**src/rtl/uart_imem_loader.sv**
```systemverilog
// Boot loader: packs UART bytes into little-endian words, writes them to
// instruction memory, and holds the core in reset until a terminator word.
module uart_imem_loader #(
  parameter int          ADDR_W      = 10,
  parameter logic [31:0] END_WORD    = 32'hFFFF_FFFF,
  parameter int          TIMEOUT_CYC = 1_000_000
) (
  input  logic              clk,
  input  logic              resetn,
  input  logic              rx_valid,
  input  logic [7:0]        rx_data,
  input  logic              rx_break,
  output logic              imem_we,
  output logic [ADDR_W-1:0] imem_addr,
  output logic [31:0]       imem_wdata,
  output logic              cpu_rst,
  output logic              write_done,
  output logic              overflow,
  output logic [ADDR_W:0]   word_count,
  output logic              timeout_err
);

  localparam int            TW    = $clog2(TIMEOUT_CYC + 1);
  localparam logic [TW-1:0] TLAST = TW'(TIMEOUT_CYC - 1);
  localparam logic [ADDR_W:0] CAP = {1'b1, {ADDR_W{1'b0}}};

  typedef enum logic [1:0] {LOAD, WRITE, DONE} state_t;

  state_t        state;
  logic [1:0]    bi;
  logic [31:0]   wbuf;
  logic [31:0]   pend_word;
  logic [TW-1:0] tcnt;
  logic          accept;
  logic [31:0]   full_word;

  always_comb begin
    accept    = rx_valid && (state != DONE);
    full_word = {rx_data, wbuf[23:0]};
  end

  // The completed word is parked in pend_word so bytes of the next word can
  // land in wbuf while the write is still pending.
  always_ff @(posedge clk) begin
    if (!resetn) begin
      state       <= LOAD;
      bi          <= 2'd0;
      wbuf        <= 32'd0;
      pend_word   <= 32'd0;
      tcnt        <= '0;
      imem_we     <= 1'b0;
      imem_addr   <= '0;
      imem_wdata  <= 32'd0;
      cpu_rst     <= 1'b1;
      write_done  <= 1'b0;
      overflow    <= 1'b0;
      word_count  <= '0;
      timeout_err <= 1'b0;
    end else if (rx_break) begin
      state      <= LOAD;
      bi         <= 2'd0;
      tcnt       <= '0;
      imem_we    <= 1'b0;
      cpu_rst    <= 1'b1;
      write_done <= 1'b0;
      overflow   <= 1'b0;
      word_count <= '0;
    end else begin
      imem_we <= 1'b0;
      if (imem_we && word_count != CAP)
        word_count <= word_count + 1'b1;

      // A byte arriving in the expiry cycle wins over the timeout.
      if (accept) begin
        wbuf[{bi, 3'b000} +: 8] <= rx_data;
        bi   <= bi + 2'd1;
        tcnt <= '0;
      end else if (bi == 2'd0) begin
        tcnt <= '0;
      end else if (state == LOAD) begin
        if (tcnt == TLAST) begin
          bi          <= 2'd0;
          timeout_err <= 1'b1;
          tcnt        <= '0;
        end else begin
          tcnt <= tcnt + 1'b1;
        end
      end

      case (state)
        LOAD: begin
          if (accept && bi == 2'd3) begin
            if (full_word == END_WORD) begin
              state <= DONE;
            end else if (word_count == CAP) begin
              overflow <= 1'b1;
              state    <= DONE;
            end else begin
              pend_word <= full_word;
              state     <= WRITE;
            end
          end
        end
        WRITE: begin
          imem_we    <= 1'b1;
          imem_addr  <= word_count[ADDR_W-1:0];
          imem_wdata <= pend_word;
          state      <= LOAD;
        end
        DONE: begin
          write_done <= 1'b1;
          cpu_rst    <= 1'b0;
        end
        default: state <= LOAD;
      endcase
    end
  end

endmodule

```
**config.mk**
```make
export PLATFORM = sky130hd
export DESIGN_NAME = uart_imem_loader
export DESIGN_NICKNAME = d
export VERILOG_FILES = /design/src/rtl/uart_imem_loader.sv
export SDC_FILE = /design/constraint.sdc
export NUM_CORES = 1
export LEC_CHECK = 0
export ABC_AREA = 1
export CORE_ASPECT_RATIO = 1.5
export CORE_MARGIN = 1
export CORE_UTILIZATION = 40
export DETAILED_ROUTE_END_ITERATION = 10
export PLACE_DENSITY = 0.6
export SYNTH_ARGS = -nofsm -noshare
export SYNTH_HDL_FRONTEND = slang
export SYNTH_SLANG_ARGS = --single-unit
```
**constraint.sdc**
```tcl
create_clock -name clk -period 3.1 [get_ports clk]
set_input_delay 0.31 -clock clk [delete_from_list [all_inputs] [get_ports clk]]
set_output_delay 0.31 -clock clk [all_outputs]
set_load 0.005 [all_outputs]
```
* After elaboration in Yosys (flattened, before gate mapping) *
Index checks and enable logic that the tools add are counted.

word-level totals
  register bits after elaboration = 146
  input bits = 12
  output and inout bits = 58
  logic and storage cells = 63

operators by class
  add/sub/neg operators = 4
  eq/ne operators = 10
  shift operators = 2
  mux-type cells = 11
  bitwise gates (word level) = 7
  reductions and logical operators = 16

operator list
  operator                                              number
  bitwise mux 32 bit                                    1
  equality test 32 bit, second input constant           1
  variable shift 8 x 7 -> 32 bit, first input constant  1
  indexed part select 8 x 7 -> 32 bit                   1
  adder 20 x 1 -> 20 bit, second input constant         1
  equality test 20 bit, second input constant           1
  two-way mux 20 bit                                    1
  two-way mux 2 bit                                     7
  adder 11 x 1 -> 11 bit, second input constant         1
  equality test 11 bit, second input constant           1
  != test 11 bit, second input constant                 1
  AND reduction 5 bit                                   2
  negation 5 -> 7 bit                                   1
  NOT 1 bit                                             7
  AND reduction 2 bit                                   3
  equality test 2 bit, second input constant            2
  zero test 2 bit                                       2
  != test 2 bit, second input constant                  2
  case mux 2 bit (2 select lines)                       1
  AND reduction 4 bit                                   1
  nonzero test 2 bit                                    2
  OR reduction 4 bit                                    1
  logical AND 1 bit                                     3
  AND reduction 3 bit                                   1
  5 further kinds                                       5

* Depth between registers and ports, before layout *
Gate-level depths: netlist of the first run.

  depth after elaboration = 5
  depth in mapped cells = 10
  mapped depth without buffers = 9

* Worst setup path after synthesis of the first run *
No wires, ideal clock.

  path kind = flip-flop to flip-flop
  start point = reg word_count[0]
  end point = reg pend_word[22]
  setup time = 110 ps
  data arrival time = 1378 ps
  required time = 2990 ps
  slack = 1612 ps
  cell stages (with the launch flop) = 11
  path through = dfxtp_1 -> inv_1 -> ha_1 -> nand2_1 -> nor3_1 -> nand3_2 -> nand3_2 -> buf_4 -> nand2_1 -> inv_1 -> nor2_1

on the way
  cells in the longest elaborated chain, start to end = 3

ends and longest elaborated chain
  element                        RTL line  text
  from (decl)                    19        output logic [ADDR_W:0] word_count,
  from (signal assigned)         71        word_count <= word_count + 1'b1;
  equality test 11 bit           95        end else if (word_count == CAP) begin
  NOT 1 bit (no line)            -
  AND reduction 5 bit (no line)  -
  to (signal assigned)           99        pend_word <= full_word;
  to (decl)                      32        logic [31:0] pend_word;

Every way passes these cells.
A chain may end at the register's enable or synchronous reset.

* Worst setup path after layout of the first run *
  start point = reg word_count[0]
  end point = reg pend_word[18]

Same word-level chain as after synthesis.

==> qor.yml, run 1 <==
synth:
  syn-num-nets: 930
  synth.most_common_cell: "inv_1"
  seq_area_frac_synth_pct: 44.0
  post-synth-top-area-cell: "dfxtp_1"
  synth-main-ff-cell: "dfxtp_1"
  synth-async-reset-ratio_pct: 0
  synth_seq_cells: 138
  synth_edf_count: 0
  syn_area_per_cell_sq_um: 6.90
  synthTopCellsByCount: "inv_1 (177), nand2_1 (174), dfxtp_1 (138)"
  synth_cell_type_count: 30
  synthCells: 910
  ys_top_cells_by_area: "dfxtp_1 (44%), inv_1 (11%), nand2_1 (10%)"
  synth.cell_area_sq_mm: 0.00628
  yosys.area.top_type_share_pct: 44.0
  ys_warn_count: 0
detailed_routing:
  vias: 5447
  viasPerCell: 4.62
  dr_wl_met2_um: 6930
  dr.pass1.iters: 4
  wl_met1_um: 6520
  wire_per_inst_um: 11.9
  drt_wl_total_um: 14000
  drc_errors: 0
  antenna_left: 0
  drt-initial-drc-count: 220
  met3_length_um: 471
  highest_layer: "met4"
layout:
  drive_above_1_share_pct: 6.02
  diodes: 0
  fin_util_pct: 51.1
  final_cells: 1179
  syn_to_final_growth_pct: 23.7
  design_area_sq_mm: 0.00777
  layout.nets: 987
  num-fill-cells: 1527
sta:
  rsz0062_at_grt: "no"
  relSlewSlack_pct: 45.3
  setup_viol: 0
  setup_tns_ps: 0
  clock_skew_ps: 10.5
  final-hold-violation-count: 0
  slew_violations: 0
  post-route-period-util_pct: 67.8
  worst_pin_slew_ps: 821
  fmax_mhz: 476
  period_minus_slack_ps: 2100
setup_path:
  crit_path_top_delay_cell: "dfxtp_1"
  critPathArrivalTime_ps: 2410
  critical_path_peak_fanout: 33
  path_buf_inv: 4
  path_cells: "inv_1 > ha_1 > nand2_1 > nor3_1 > nand3_2 > buf_4 > nand3_2 > buf_4 > nand2_1 > inv_1 > nor2_1"
  cp_slowest_stage_delay_ps: 400
  startpoint_type: "flop"
  crit_type: "flop to flop"
  worstSetupEndpointType: "flop"
  crit_family: "buffers and inverters"
  r2r_setup_slack_ps: 1000
  cp_data_required_time_ps: 3410
placed_design:
  gp_congestion: 0.857
  dpl_cell_area_sq_mm: 0.00710
  place_inst: 1147
  numPortBuffers: 69
  dpl.hpwl_um: 9860
outcome:
  outcome: "finished, final reports clean"
cts:
  cts_tree: "yes"
  clock_tree.root_cell: "clkbuf_16"
  cts.repair.resized: 0
  clk_pin_slew_ps: 60
  cts_sinks: 138
  cts_buffers: 17
  ctsLongestPathBuffers: 2
  holdBufCountCts: 0
  insertion_delay_ps: 410
  h-tree-depth: 4
  cts_setup_buffers: 0
floorplanning:
  die_h_um: 155
  die_x_um: 104
  design.core.area_sq_mm: 0.0152
  start_util_pct: 41.3
  io_pins: 70
  die_area_sq_mm: 0.0162
  fp-row-count: 55
global_route:
  grt_max_degree: 97
  grt_pass1_vias: 5002
  grt_usage_pct: 18.0
  grt-ovfl-total: 0
  grt_antenna_before_repair: 0
  grt_pass1_wl_um: 23600
power:
  vdd_drop_max_mv: 0.306
  power_density_mw_per_mm2: 541
  static-leakage-power_nw: 2.97
worst_hold_path:
  min_path_type: "input port to flop"
job:
  drv_cap: 0
-- worst min-delay path: cells and delay by family --
family	cells	cell delay, ps
and+or+nand+nor	4	280
buffers and inverters	1	120
-- flip-flops by register name, summed over array words and instances (netlist names) --
| signal | count |
|---|---|
| imem_we | 1 |
| bi | 2 |
| tcnt | 20 |
| overflow | 1 |
| timeout_err | 1 |
| imem_wdata | 32 |
| wbuf | 24 |
| word_count | 11 |
| state | 2 |
| pend_word | 32 |
| imem_addr | 10 |
| cpu_rst | 1 |
| write_done | 1 |
-- cells in the final DEF, fill, tap and decap left out --
| cell type | instances |
|---|---|
| a211oi_1 | 5 |
| a21oi_1 | 88 |
| buf_12 | 1 |
| buf_2 | 1 |
| buf_4 | 7 |
| bufinv_16 | 6 |
| clkbuf_1 | 3 |
| clkbuf_16 | 17 |
| clkbuf_8 | 1 |
| clkdlybuf4s50_1 | 68 |
| clkinv_1 | 1 |
| clkinv_2 | 1 |
| clkinv_4 | 2 |
| clkinvlp_4 | 2 |
| dfxtp_1 | 138 |
| ha_1 | 8 |
| inv_1 | 177 |
| inv_2 | 3 |
| nand2_1 | 174 |
| nand2_2 | 1 |
| nand3_1 | 21 |
| nand3_2 | 5 |
| nand3b_1 | 1 |
| nand4_1 | 37 |
| nor2_1 | 109 |
| nor2_2 | 5 |
| nor2_4 | 2 |
| nor3_1 | 7 |
| nor3_2 | 2 |
| nor3b_1 | 2 |
| nor3b_2 | 2 |
| o21a_1 | 1 |
| o21ai_0 | 69 |
| or2_1 | 1 |
| or2_2 | 1 |
| xnor2_1 | 1 |
| xor2_1 | 10 |
-- through the flow --
stage | power (mW) | hold slack (ps) | worst slack [ps]
after detailed placement | 1.97 | 436 | 832
after CTS | 4.26 | 318 | 969
after floorplan | 1.92 | 440 | 1610
after global routing | 4.37 | 350 | 787
final | 4.21 | 343 | 999
after global placement | 1.97 | 433 | 859
-- worst paths after layout --
| kind | start | endpoint | cells after the start |
|---|---|---|---|
| max reg2reg | word_count[0] | pend_word[18] | 11 |
| min | resetn | tcnt[7] | 5 |
| min reg2reg | imem_addr[2] | imem_addr[2] | 2 |
| max | word_count[0] | pend_word[18] | 11 |
-- cells by family (layout without fill, tap and decap cells) --
logic type / Yosys count / count (layout) / synth area share, %
xor gates and xnor gates: 11 / 11 / 1.53
buffers and inverters: 220 / 290 / 13.9
and+or+nand+nor: 370 / 370 / 25.8
adders and majority gates: 8 / 8 / 1.59
AOI/OAI and AO/OA: 163 / 163 / 13.2
DFF: 138 / 138 / 44.0
-- area by class of cell --
type / instances / area (sq um) / share of cell area, %
inverter: 181 / 679 / 8.75
timing repair buffer: 77 / 758 / 9.76
multi-input combinational: 552 / 2650 / 34.1
clock inverter: 11 / 218 / 2.80
clock buffer: 21 / 450 / 5.80
tap: 199 / 249 / 3.21
sequential: 138 / 2760 / 35.6
-- layer usage --
layer / global-route usage [%] / vias up
met2: 31.5 / 93
li1: - / 2942
met4: 5.92 / 0
met3: 4.40 / 11
met1: 21.6 / 2401
met5: 0 / -
-- power breakdown --
part           switching, mW  internal (mW)
Sequential           0.00706           1.79
Clock                  0.749           1.53
Combinational         0.0899         0.0433
Total                  0.846           3.36
(Power assumes the default switching activity.)
==> run 2, diff against run 1 <==
--- a/config.mk
+++ b/config.mk
@@ -10,7 +10,7 @@
 export CORE_MARGIN = 1
 export CORE_UTILIZATION = 40
 export DETAILED_ROUTE_END_ITERATION = 10
-export PLACE_DENSITY = 0.6
+export PLACE_DENSITY = 0.62
 export SYNTH_ARGS = -nofsm -noshare
 export SYNTH_HDL_FRONTEND = slang
 export SYNTH_SLANG_ARGS = --single-unit
==> constraint.sdc (replaced) <==
create_clock -name clk -period 1.9 [get_ports clk]
set_input_delay 0.19 -clock clk [delete_from_list [all_inputs] [get_ports clk]]
set_output_delay 0.19 -clock clk [all_outputs]
set_load 0.005 [all_outputs]
==> qor.yml, run 2 (synthesized netlist as in run 1, its figures left out) <==
setup_path:
  startpoint: "bi[0]"  # was word_count[0]
  rr_worst_depth: 7  # was 11
  crit_path_top_delay_cell: "dfxtp_1"  # unchanged
  critPathArrivalTime_ps: 1950  # was 2410 ps
  r2r_setup_slack_ps: 230  # was 1000 ps
  path_depth: 7  # was 11
  cp-endpoint: "wbuf[15]"  # was pend_word[18]
  startpoint_type: "flop"  # unchanged
  rr_endpoint: "wbuf[15]"  # was pend_word[18]
  cp_slowest_stage_delay_ps: 310  # was 400 ps
  path_cells: "inv_1 > ha_1 > clkinv_1 > nand2_1 > nor2_1 > o21ai_0 > a21oi_1"  # was inv_1 > ha_1 > nand2_1 > nor3_1 > nand3_2 > buf_4 > nand3_2 > buf_4 > nand2_1 > inv_1 > nor2_1
  crit_family: "buffers and inverters"  # unchanged
  reg2reg_from: "bi[0]"  # was word_count[0]
  path_buf_inv: 2  # was 4
  crit_type: "flop to flop"  # unchanged
  critical_path_peak_fanout: 9  # was 33
  worstSetupEndpointType: "flop"  # unchanged
  cp_data_required_time_ps: 2190  # was 3410 ps
detailed_routing:
  highest_layer: "met4"  # unchanged
  vias: 5523  # was 5447
  viasPerCell: 4.59  # was 4.62
  dr_wl_met2_um: 6920  # was 6930 um
  drc_errors: 0  # unchanged
  antenna_left: 0  # unchanged
  wire_per_inst_um: 11.6  # was 11.9 um
  drt_wl_total_um: 14000  # about the same
  wl_met1_um: 6290  # was 6520 um
  dr.pass1.iters: 5  # was 4
  drt-initial-drc-count: 262  # was 220
  met3_length_um: 455  # was 471 um
floorplanning:
  io_pins: 70  # unchanged
  start_util_pct: 41.3  # unchanged
  die_area_sq_mm: 0.0162  # unchanged
  design.core.area_sq_mm: 0.0152  # unchanged
  die_h_um: 155  # unchanged
  fp-row-count: 55  # unchanged
  die_x_um: 104  # unchanged
global_route:
  grt_usage_pct: 18.3  # was 18.0%
  grt-ovfl-total: 0  # unchanged
  grt_antenna_before_repair: 0  # unchanged
  grt_pass1_vias: 5250  # was 5002
  grt_pass1_wl_um: 24100  # was 23600 um
  grt_max_degree: 72  # was 97
sta:
  worst_pin_slew_ps: 428  # was 821 ps
  rsz0062_at_grt: "no"  # unchanged
  period_minus_slack_ps: 1670  # was 2100 ps
  fmax_mhz: 600  # was 476 MHz
  slew_violations: 0  # unchanged
  setup_viol: 0  # unchanged
  final-hold-violation-count: 0  # unchanged
  relSlewSlack_pct: 71.3  # was 45.3%
  clock_skew_ps: 11.1  # was 10.5 ps
  setup_tns_ps: 0  # unchanged
  post-route-period-util_pct: 87.7  # was 67.8%
cts:
  cts_setup_buffers: 0  # unchanged
  ctsLongestPathBuffers: 2  # unchanged
  clock_tree.root_cell: "clkbuf_16"  # unchanged
  h-tree-depth: 4  # unchanged
  cts_sinks: 138  # unchanged
  cts_buffers: 17  # unchanged
  insertion_delay_ps: 410  # about the same
  clk_pin_slew_ps: 60  # about the same
  cts_tree: "yes"  # unchanged
power:
  p_int_mw: 5.31  # was 3.36 mW
  power_density_mw_per_mm2: 843  # was 541 mW/mm^2
  swShare_pct: 20.7  # was 20.1%
  static-leakage-power_nw: 3.08  # was 2.97 nW
  p_switching_mw: 1.39  # was 0.846 mW
  power_frac_comb_pct: 3.6  # was 3.2%
  pwr-share-seq_pct: 43.7  # was 42.6%
  vdd_drop_max_mv: 0.596  # was 0.306 mV
  clkPwrFrac_pct: 52.7  # was 54.2%
layout:
  final_cell_mix: "inv_1 (177), nand2_1 (174), dfxtp_1 (138)"  # unchanged
  seq_area_sq_mm: 0.00276  # unchanged
  syn_to_final_growth_pct: 26.4  # was 23.7%
  num-fill-cells: 1541  # was 1527
  layout.nets: 1011  # was 987
  diodes: 0  # unchanged
  final_common_cell: "inv_1"  # unchanged
  multi_input_area_sq_mm: 0.00266  # was 0.00265 sq mm
  drive_above_1_share_pct: 8.37  # was 6.02%
  reg_top3: "imem_wdata (32), pend_word (32), wbuf (24)"  # unchanged
  design_area_sq_mm: 0.00794  # was 0.00777 sq mm
placed_design:
  numPortBuffers: 69  # unchanged
  dpl_cell_area_sq_mm: 0.00729  # was 0.00710 sq mm
  gp_congestion: 0.881  # was 0.857
  dpl.hpwl_um: 10200  # was 9860 um
job:
  drv_cap: 0  # unchanged
worst_hold_path:
  min_path_type: "input port to flop"  # unchanged
outcome:
  outcome: "finished, final reports clean"  # unchanged
[run 2: cell types whose count changed in the layout (fill, tap and decap cells not counted), sizes merged]
cell | before | now
buf | 9 | 33
bufinv | 6 | 4
clkbuf | 21 | 22
clkinvlp | 2 | 3
[run 2: final cells by class]
class	count	share of cell area [%]
Clock buffer	22	5.97
Multi-Input combinational cell	552	33.5
Sequential cell	138	34.8
Clock inverter	10	2.08
Tap cell	199	3.14
Inverter	181	8.56
Timing Repair Buffer	101	12.0
[run 2: layer usage]
metal / up-vias / GRT usage [%]
met3: 26 / 3.64
met5: - / 0
met1: 2400 / 21.5
li1: 2990 / -
met2: 107 / 32.0
met4: 0 / 8.44
[run 2: timing repair]
action	CTS	global route
setup endpoints to repair	0	1
gates resized for setup	0	1
endpoints found under the hold margin	0	0
hold buffers	0	0
[run 2: metrics by stage]
step / power (mW) / setup slack (ps) / instances / hold slack, ps / util, %
after detailed placement: 3.23 / 163 / 1171 / 435 / 48.0
after floorplan: 3.13 / 412 / 910 / 390 / -
after global placement: 3.23 / 187 / 1171 / 431 / 48.0
after CTS: 6.77 / 182 / 1203 / 141 / 52.2
after global routing: 6.93 / 50.4 / 1203 / 155 / 52.2
final: 6.69 / 233 / 1203 / 137 / 52.2
[run 2: worst min path at each step]
stage / startpoint / end / slack [ps] / depth (start not counted)
floorplan: rx_data[0] / wbuf[0] / 390 / 2
finish: resetn / imem_wdata[22] / 140 / 3
CTS: resetn / imem_wdata[22] / 140 / 3
detailed placement: imem_wdata[6] / imem_wdata[6] / 430 / 2
global placement: imem_wdata[29] / imem_wdata[29] / 430 / 2
global route: resetn / imem_wdata[22] / 150 / 3
[run 2: worst min-delay path, delay by kind of cell]
| family | cells | cell delay [ps] |
|---|---|---|
| AOI/OAI and AO/OA | 2 | 170 |
| buffers and inverters | 1 | 140 |
[run 2: power by group through the flow]
stage	Clock, mW	Sequential [mW]	Combinational, mW
final	3.53	2.93	0.239
after CTS	3.61	2.92	0.241
after floorplan	0	2.99	0.142
after detailed placement	0	2.99	0.240
after global routing	3.73	2.93	0.271
after global placement	0	2.99	0.240
==> run 3, diff against run 2 <==
--- a/config.mk
+++ b/config.mk
@@ -8,9 +8,9 @@
 export ABC_AREA = 1
 export CORE_ASPECT_RATIO = 1.5
 export CORE_MARGIN = 1
-export CORE_UTILIZATION = 40
+export CORE_UTILIZATION = 51
 export DETAILED_ROUTE_END_ITERATION = 10
-export PLACE_DENSITY = 0.62
+export PLACE_DENSITY = 0.76
 export SYNTH_ARGS = -nofsm -noshare
 export SYNTH_HDL_FRONTEND = slang
 export SYNTH_SLANG_ARGS = --single-unit
==> qor.yml, run 3 (synthesized netlist as in run 1, its figures left out) <==
outcome:
  outcome: "finished, final reports clean"  # unchanged
setup_path:
  critical_path_peak_fanout: 20  # was 9
  crit_type: "flop to flop"  # unchanged
  startpoint_type: "flop"  # unchanged
  worstSetupEndpointType: "flop"  # unchanged
  startpoint: "state[0]"  # was bi[0]
  crit_family: "simple AND/OR/NAND/NOR gates"  # was buffers and inverters
  path_cells: "nor2_2 > nand3_2 > nor2_4 > buf_4 > nand4_1 > nand2_1 > nor2_1"  # was inv_1 > ha_1 > clkinv_1 > nand2_1 > nor2_1 > o21ai_0 > a21oi_1
  crit_path_top_delay_cell: "nor2_2"  # was dfxtp_1
  cp_slowest_stage_delay_ps: 350  # was 310 ps
  reg2reg_from: "state[0]"  # was bi[0]
  cp_data_required_time_ps: 2210  # was 2190 ps
  critPathArrivalTime_ps: 2020  # was 1950 ps
  path_buf_inv: 1  # was 2
global_route:
  grt_antenna_before_repair: 0  # unchanged
  met3_usage_pct: 4.28  # was 3.64%
  grt_pass1_wl_um: 23500  # was 24100 um
  grt-ovfl-total: 0  # unchanged
  use_met1_pct: 26.8  # was 21.5%
  grt.busiest_layer: "met2"  # unchanged
  grt_usage_pct: 23.1  # was 18.3%
  grt_max_degree: 97  # was 72
  use_met2_pct: 40.5  # was 32.0%
  grt_pass1_vias: 5229  # was 5250
sta:
  fmax_mhz: 585  # was 600 MHz
  setup_tns_ps: 0  # unchanged
  post-route-period-util_pct: 89.9  # was 87.7%
  relSlewSlack_pct: 67.1  # was 71.3%
  slew_violations: 0  # unchanged
  final-hold-violation-count: 0  # unchanged
  setup_viol: 0  # unchanged
  worst_pin_slew_ps: 489  # was 428 ps
  rsz0062_at_grt: "no"  # unchanged
  clock_skew_ps: 6.53  # was 11.1 ps
  period_minus_slack_ps: 1710  # was 1670 ps
floorplanning:
  die_h_um: 138  # was 155 um
  fp-row-count: 49  # was 55
  start_util_pct: 52.2  # was 41.3%
  io_pins: 70  # unchanged
  die_x_um: 92.6  # was 104 um
  design.core.area_sq_mm: 0.0120  # was 0.0152 sq mm
  die_area_sq_mm: 0.0128  # was 0.0162 sq mm
layout:
  final_cell_mix: "inv_1 (177), nand2_1 (174), dfxtp_1 (138)"  # unchanged
  syn_to_final_growth_pct: 24.9  # was 26.4%
  diodes: 0  # unchanged
  reg_top3: "imem_wdata (32), pend_word (32), wbuf (24)"  # unchanged
  drive_above_1_share_pct: 8.01  # was 8.37%
  final_cells: 1152  # was 1203
  layout.nets: 1006  # was 1011
  final_common_cell: "inv_1"  # unchanged
power:
  power_mw: 6.65  # was 6.69 mW
  vdd_drop_max_mv: 0.712  # was 0.596 mV
  static-leakage-power_nw: 3.06  # was 3.08 nW
  power_density_mw_per_mm2: 848  # was 843 mW/mm^2
cts:
  cts_buffers: 17  # unchanged
  insertion_delay_ps: 410  # about the same
  cts.repair.resized: 0  # unchanged
  clk_pin_slew_ps: 60  # about the same
  holdBufCountCts: 0  # unchanged
  cts_tree: "yes"  # unchanged
  cts_sinks: 138  # unchanged
  cts_setup_buffers: 0  # unchanged
  ctsLongestPathBuffers: 2  # unchanged
  clock_tree.root_cell: "clkbuf_16"  # unchanged
  h-tree-depth: 4  # unchanged
detailed_routing:
  vias: 5623  # was 5523
  dr.pass1.iters: 5  # unchanged
  antenna_left: 0  # unchanged
  wire_per_inst_um: 12.1  # was 11.6 um
  drc_errors: 0  # unchanged
  drt-initial-drc-count: 290  # was 262
  drt_wl_total_um: 13900  # was 14000 um
  viasPerCell: 4.88  # was 4.59
placed_design:
  dpl.hpwl_um: 9530  # was 10200 um
  numPortBuffers: 69  # unchanged
  place_inst: 1120  # was 1171
  gp_congestion: 0.894  # was 0.881
job:
  drv_cap: 0  # unchanged
worst_hold_path:
  min_path_type: "input port to flop"  # unchanged
  min-delay-start: "resetn"  # unchanged
## run 3: tightest hold or removal path, delay by kind of cell
| kind | cells | cell delay, ps |
|---|---|---|
| simple gates | 4 | 250 |
| buf+inv | 1 | 130 |
## run 3: final timing paths
| check | endpoint | slack [ps] | cells after the start |
|---|---|---|---|
| worst min register to register | imem_addr[4] | 440 | 2 |
| worst min-delay path | tcnt[7] | 210 | 5 |
| worst max register to register | pend_word[9] | 190 | 7 |
| worst max-delay path | pend_word[9] | 190 | 7 |
## run 3: routing by layer
layer  share of wire, %  up-vias
met3                3.5       39
met5                  0        -
met4                3.2        0
li1                   -     2979
met2                 49      131
met1                 44     2474
## run 3: cell type report
| type | instances | area, sq um |
|---|---|---|
| inverters | 181 | 679 |
| flip-flops and latches | 138 | 2760 |
| well taps | 153 | 191 |
| fillers | 1070 | 4180 |
| repair buffers | 96 | 926 |
| clock inverters | 12 | 171 |
| clock buffers | 20 | 457 |
| multi-input cells | 552 | 2650 |
## run 3: power breakdown
part           internal, mW  switching [mW]
sequential             2.91          0.0115
combinational        0.0841           0.151
clock                  2.26            1.23
## run 3: through the flow
stage          cell area (sq um)  setup slack, ps  hold WS (ps)  utilization (%)
6_report                    7840              192           209             65.2
4_1_cts                     7840              161           204             65.2
2_1_floorplan               6280              412           390                -
3_5_place_dp                7210              160           435             60.0
3_3_place_gp                7210              186           432             60.0
5_1_grt                     7840             61.7           210             65.2
